**src/rtl/systolic_array_tile_controller.sv**
```systemverilog
// Tile sequencer for an output-stationary systolic array.
// Fetches K operand vectors, skews the valids, flushes, then drains results.
module systolic_array_tile_controller #(
    parameter int NUM_ROW              = 8,
    parameter int NUM_COL              = 8,
    parameter int LOG2_SRAM_BANK_DEPTH = 10,
    parameter int K_WIDTH              = 10,
    parameter int SKEW_TOP_INPUT_EN    = 1,
    parameter int SKEW_LEFT_INPUT_EN   = 1
) (
    input  logic                            clk,
    input  logic                            rst_n,
    input  logic                            i_start,
    input  logic [K_WIDTH-1:0]              i_k_len,
    input  logic [LOG2_SRAM_BANK_DEPTH-1:0] i_top_rd_start_addr,
    input  logic [LOG2_SRAM_BANK_DEPTH-1:0] i_left_rd_start_addr,
    input  logic [LOG2_SRAM_BANK_DEPTH-1:0] i_down_wr_start_addr,
    input  logic                            i_host_top_wr_en,
    input  logic [LOG2_SRAM_BANK_DEPTH-1:0] i_host_top_wr_addr,
    input  logic                            i_host_left_wr_en,
    input  logic [LOG2_SRAM_BANK_DEPTH-1:0] i_host_left_wr_addr,
    input  logic                            i_host_down_rd_en,
    input  logic [LOG2_SRAM_BANK_DEPTH-1:0] i_host_down_rd_addr,
    output logic                            o_top_sram_en,
    output logic                            o_top_sram_we,
    output logic [LOG2_SRAM_BANK_DEPTH-1:0] o_top_sram_addr,
    output logic                            o_left_sram_en,
    output logic                            o_left_sram_we,
    output logic [LOG2_SRAM_BANK_DEPTH-1:0] o_left_sram_addr,
    output logic [NUM_COL-1:0]              o_down_sram_en,
    output logic                            o_down_sram_we,
    output logic [LOG2_SRAM_BANK_DEPTH-1:0] o_down_sram_addr,
    output logic [NUM_COL-1:0]              o_valid_top,
    output logic [NUM_ROW-1:0]              o_valid_left,
    output logic                            o_drain,
    input  logic [NUM_COL-1:0]              i_sa_valid_down,
    output logic                            o_busy,
    output logic                            o_done,
    output logic                            o_cfg_err,
    output logic [2:0]                      o_state
);

    localparam int AW = LOG2_SRAM_BANK_DEPTH;
    localparam int FLUSH_LEN = 1 + SKEW_TOP_INPUT_EN * (NUM_COL - 1)
                             + SKEW_LEFT_INPUT_EN * (NUM_ROW - 1)
                             + (NUM_ROW - 1) + (NUM_COL - 1);
    localparam int FW = $clog2(FLUSH_LEN + 1);
    localparam int CW = (K_WIDTH > FW) ? K_WIDTH : FW;
    localparam int PW = (NUM_ROW > NUM_COL) ? NUM_ROW : NUM_COL;
    localparam int RW = $clog2(NUM_ROW + 1);

    typedef enum logic [2:0] {
        S_IDLE  = 3'd0,
        S_FETCH = 3'd1,
        S_FLUSH = 3'd2,
        S_DRAIN = 3'd3,
        S_DONE  = 3'd4
    } state_t;

    state_t         state;
    logic [CW-1:0]  cnt;
    logic [K_WIDTH-1:0] k_q;
    logic [AW-1:0]  top_addr_q;
    logic [AW-1:0]  left_addr_q;
    logic [AW-1:0]  down_addr_q;
    logic [RW-1:0]  rows;
    logic [PW-1:0]  vpipe;

    // vpipe[0] is the read-latency-aligned valid; bit i is that delayed i cycles
    always_ff @(posedge clk or negedge rst_n) begin
        if (!rst_n) begin
            state       <= S_IDLE;
            cnt         <= '0;
            k_q         <= '0;
            top_addr_q  <= '0;
            left_addr_q <= '0;
            down_addr_q <= '0;
            rows        <= '0;
            vpipe       <= '0;
            o_drain     <= 1'b0;
            o_done      <= 1'b0;
            o_cfg_err   <= 1'b0;
        end else begin
            vpipe     <= (vpipe << 1) | PW'(state == S_FETCH);
            o_drain   <= 1'b0;
            o_done    <= 1'b0;
            o_cfg_err <= 1'b0;
            unique case (state)
                S_IDLE: begin
                    if (i_start) begin
                        if (i_k_len == '0) begin
                            o_cfg_err <= 1'b1;
                        end else begin
                            k_q         <= i_k_len;
                            top_addr_q  <= i_top_rd_start_addr;
                            left_addr_q <= i_left_rd_start_addr;
                            down_addr_q <= i_down_wr_start_addr;
                            cnt         <= '0;
                            state       <= S_FETCH;
                        end
                    end
                end
                S_FETCH: begin
                    top_addr_q  <= top_addr_q + 1'b1;
                    left_addr_q <= left_addr_q + 1'b1;
                    cnt         <= cnt + 1'b1;
                    if (cnt == CW'(k_q) - CW'(1)) begin
                        cnt   <= '0;
                        state <= S_FLUSH;
                    end
                end
                S_FLUSH: begin
                    cnt <= cnt + 1'b1;
                    if (cnt == CW'(FLUSH_LEN - 1)) begin
                        cnt     <= '0;
                        rows    <= '0;
                        o_drain <= 1'b1;
                        state   <= S_DRAIN;
                    end
                end
                S_DRAIN: begin
                    if (|i_sa_valid_down) begin
                        down_addr_q <= down_addr_q + 1'b1;
                        rows        <= rows + 1'b1;
                        if (rows == RW'(NUM_ROW - 1)) begin
                            o_done <= 1'b1;
                            state  <= S_DONE;
                        end
                    end
                end
                S_DONE: state <= S_IDLE;
                default: state <= S_IDLE;
            endcase
        end
    end

    always_comb begin
        o_top_sram_en    = 1'b0;
        o_top_sram_we    = 1'b0;
        o_top_sram_addr  = '0;
        o_left_sram_en   = 1'b0;
        o_left_sram_we   = 1'b0;
        o_left_sram_addr = '0;
        o_down_sram_en   = '0;
        o_down_sram_we   = 1'b0;
        o_down_sram_addr = '0;
        unique case (state)
            S_IDLE: begin
                o_top_sram_en    = i_host_top_wr_en;
                o_top_sram_we    = i_host_top_wr_en;
                o_top_sram_addr  = i_host_top_wr_addr;
                o_left_sram_en   = i_host_left_wr_en;
                o_left_sram_we   = i_host_left_wr_en;
                o_left_sram_addr = i_host_left_wr_addr;
                o_down_sram_en   = {NUM_COL{i_host_down_rd_en}};
                o_down_sram_addr = i_host_down_rd_addr;
            end
            S_FETCH: begin
                o_top_sram_en    = 1'b1;
                o_top_sram_addr  = top_addr_q;
                o_left_sram_en   = 1'b1;
                o_left_sram_addr = left_addr_q;
            end
            S_DRAIN: begin
                o_down_sram_en   = i_sa_valid_down;
                o_down_sram_we   = |i_sa_valid_down;
                o_down_sram_addr = down_addr_q;
            end
            default: ;
        endcase
    end

    for (genvar c = 0; c < NUM_COL; c++) begin : g_vtop
        assign o_valid_top[c] = (SKEW_TOP_INPUT_EN != 0) ? vpipe[c] : vpipe[0];
    end
    for (genvar r = 0; r < NUM_ROW; r++) begin : g_vleft
        assign o_valid_left[r] = (SKEW_LEFT_INPUT_EN != 0) ? vpipe[r] : vpipe[0];
    end

    assign o_busy  = (state != S_IDLE);
    assign o_state = state;

endmodule

```
**config.mk**
```make
export PLATFORM = sky130hd
export DESIGN_NAME = systolic_array_tile_controller
export DESIGN_NICKNAME = d
export VERILOG_FILES = /design/src/rtl/systolic_array_tile_controller.sv
export SDC_FILE = /design/constraint.sdc
export NUM_CORES = 1
export LEC_CHECK = 0
export BUFFER_PORTS_ARGS = -buffer_cell sky130_fd_sc_hd__buf_2
export CORE_MARGIN = 3
export CORE_UTILIZATION = 55
export CTS_BUF_LIST = sky130_fd_sc_hd__clkbuf_16
export CTS_CLUSTER_DIAMETER = 80
export CTS_CLUSTER_SIZE = 14
export DETAILED_ROUTE_END_ITERATION = 8
export GPL_ROUTABILITY_DRIVEN = 0
export HOLD_SLACK_MARGIN = 0.1
export PLACE_DENSITY = 0.87
export SLEW_MARGIN = 20
export SYNTH_ARGS = -nofsm -noshare
export SYNTH_HDL_FRONTEND = slang
export SYNTH_SLANG_ARGS = --single-unit
```
**constraint.sdc**
```tcl
create_clock -name clk -period 5.55 [get_ports clk]
set_clock_uncertainty 0.05 [all_clocks]
set_input_delay 1.11 -clock clk [delete_from_list [all_inputs] [get_ports clk]]
set_output_delay 1.11 -clock clk [all_outputs]
set_load 0.02 [all_outputs]
```
==> impl_results.md <==
* WS Path Type: flip-flop to output pin
* Initial antenna violation count at 0
* Crit path DAT at 2670 ps
* Via count at 4395
* Die width at 94.90 µm
* Largest net degree at the start of global routing at 38
* Synth area leaders: dfrtp_1 39%, nor2_1 6.0%, a21oi_1 5.3%, mux2i_1 5.3%, nand2_1 4.7%
* CTS Sinks at 68
* Synth Register Bits at 68
* Cell taking the most area after synthesis: dfrtp_1
* Crit-path max FO at 24
* Die area at 9006 µm²
* Wire per inst at 15.87 µm
* Max Freq at 260.9 MHz
* Final Max Slew Viols at 0
* Hold Crit Class: flip-flop to flip-flop
* Clk_lat worst skew at 330 ps
* Setup Viol. Count Final at 0
* Final hold violations at 0
* Ys flop type: dfrtp_1
* CTS tree: built
* Inserted Diodes at 0
* Setup tns final at 0 ps
* Congestion Overflow GR at 0
* Post-DP HPWL at 8772 µm
* Starting Density at 0.5837
* Max Root-Sink Buffers at 2
* I/O pins at 150
* Register area at 1703 µm²
* Remaining antenna violation count after routing at 0
* RSZ-0062 raised after global routing: false
* Synth top area share at 0.3915
* DR pass1 iterations at 4
* Count leader, synth: nor2_1
* FF-to-FF setup slack at 2300 ps
* Status: finished, final reports clean
* Yosys cell types at 55
* Dpl cells at 737
* First-pass GRT wire length at 19650 µm
* Number of port buffers at 149
* Worst-margin pin slew at 1078 ps
* Pre-CTS setup slack at 2026 ps
* Peak supply drop at 0.0004264 V
* Synth warn at 0
* Commonest cells in the netlist: 69 x nor2_1, 68 x dfrtp_1, 54 x nand2_1
* DRC at 0
* Core ar. at 7447 µm²
* CTS buffer count at 9
* Post-CTS repair timing setup buffer count at 0
* Vias per cell at 5.837
* Post-synth EDFFs at 0
* Multi-input logic area at 2404 µm²
* Synth Cell Area at 4347 µm²
* Max-cap viol count at 0
* Worst-path clk slew at 60 ps
* Gr usage total at 0.2736
* Share of layout cells above drive strength 1 at 0.2905
* Root Buffer: clkbuf_16
* Final Instance Count excl. Fillers at 753
* Mapped Cells at 526
* Violation count after the first detailed-route iteration at 262
* Fin crit period at 3833 ps
* Layout overhead on the synthesized area at 22.94%
* Syn Nets at 617
* Vias in the first global route at 4221
* Layout Nets at 740
* Worst setup SP type: flip-flop
* Critical Path RT at 4390 ps
* P_leak at 2.626 nW
* Hold Buf Count CTS at 0
* Slew headroom at 0.2811
* Fillers at 570
* Post-CTS Resized at 0
* Final wirelength at 11950 µm
* Rows at 31
* Final period utilization at 0.6906
* Pwr Density at 669.4 nW/µm²
* Die Height at 94.90 µm
* Worst setup margin at 1717 ps
* Placement-stage cell area at 5059 µm²
* Register area share after synthesis at 0.3915
* H-Tree Depth at 3
* Crit. End Element: output pin
* Cell area after layout at 5344 µm²
* Syn avg cell area at 8.264 µm²
* Ys async rst share at 1.000
[metrics by stage]
step,power [mW],hold WS (ps),util
after floorplan,2.491,418.9,-
after global placement,2.929,321.5,0.6793
after detailed placement,3.009,324.9,0.6793
after CTS,3.572,337.6,0.7176
after global routing,3.859,353.0,0.7176
final,3.577,334.8,0.7176
[final cells by class]
cell class                 instances  area share
inverter                          14    0.009834
timing repair buffer             153      0.1452
clock buffer                       9     0.04214
sequential                        68      0.3187
multi-input combinational        403      0.4498
tap                               99     0.02318
clock inverter                     7     0.01124
[placed cells by master (no fill, tap or decap), drive strengths merged, types with 14 or more instances in the layout]
| master | synthesis | routed |
|---|---|---|
| a21oi | 46 | 46 |
| nand2 | 54 | 54 |
| nand3 | 28 | 28 |
| nor2 | 71 | 71 |
| nor3 | 14 | 14 |
| dfrtp | 68 | 68 |
| inv | 14 | 16 |
| o21ai | 34 | 34 |
| mux2i | 23 | 23 |
| buf | 16 | 153 |
| o22ai | 14 | 14 |
[worst paths after layout]
kind | from | to | cells past startpoint
setup / recovery | o_state[1] | o_down_sram_en[6] | 5
hold / removal | o_valid_left[6] | o_valid_left[7] | 0
setup reg to reg | o_state[1] | cnt[7] | 6
hold reg to reg | o_valid_left[6] | o_valid_left[7] | 0
max in group asynchronous | rst_n | o_state[0] | 2
min in group asynchronous | rst_n | cnt[7] | 1
[per-layer routing]
| layer | vias to the layer above | GRT usage | share of wire |
|---|---|---|---|
| met5 | - | 0 | 0 |
| met2 | 203 | 0.4469 | 0.49 |
| met3 | 18 | 0.05259 | 0.080 |
| li1 | 2108 | - | - |
| met1 | 2066 | 0.3670 | 0.42 |
| met4 | 0 | 0.08654 | 0.015 |
[state kept, by name, indices dropped and copies added, names as in the netlist]
signal,flops
cnt,10
down_addr_q,10
k_q,10
left_addr_q,10
top_addr_q,10
o_valid_left,8
rows,4
o_state,3
o_cfg_err,1
o_done,1
o_drain,1
[cells by family after synthesis]
logic type                 Yosys count  share of synthesized area
xor gates and xnor gates            14                    0.02821
AOI/OAI and AO/OA                  140                     0.1957
adders and majority gates            7                    0.02015
buffers and inverters               55                    0.05556
and+or+nand+nor                    211                     0.2352
DFF                                 68                     0.3915
muxes                               31                    0.07369
[where the power goes]
| part | internal [mW] | switching [mW] |
|---|---|---|
| Clock | 0.342 | 0.207 |
| Sequential | 0.721 | 0.310 |
| Combinational | 0.760 | 1.24 |
[worst max-delay path, cell delays in order (launching register included)]
cell and delay, ps:
dfrtp_1 490, or2_2 550, nor2_2 630, and2_1 380
a21o_1 120, buf_2 170
(Power assumes the default switching activity.)
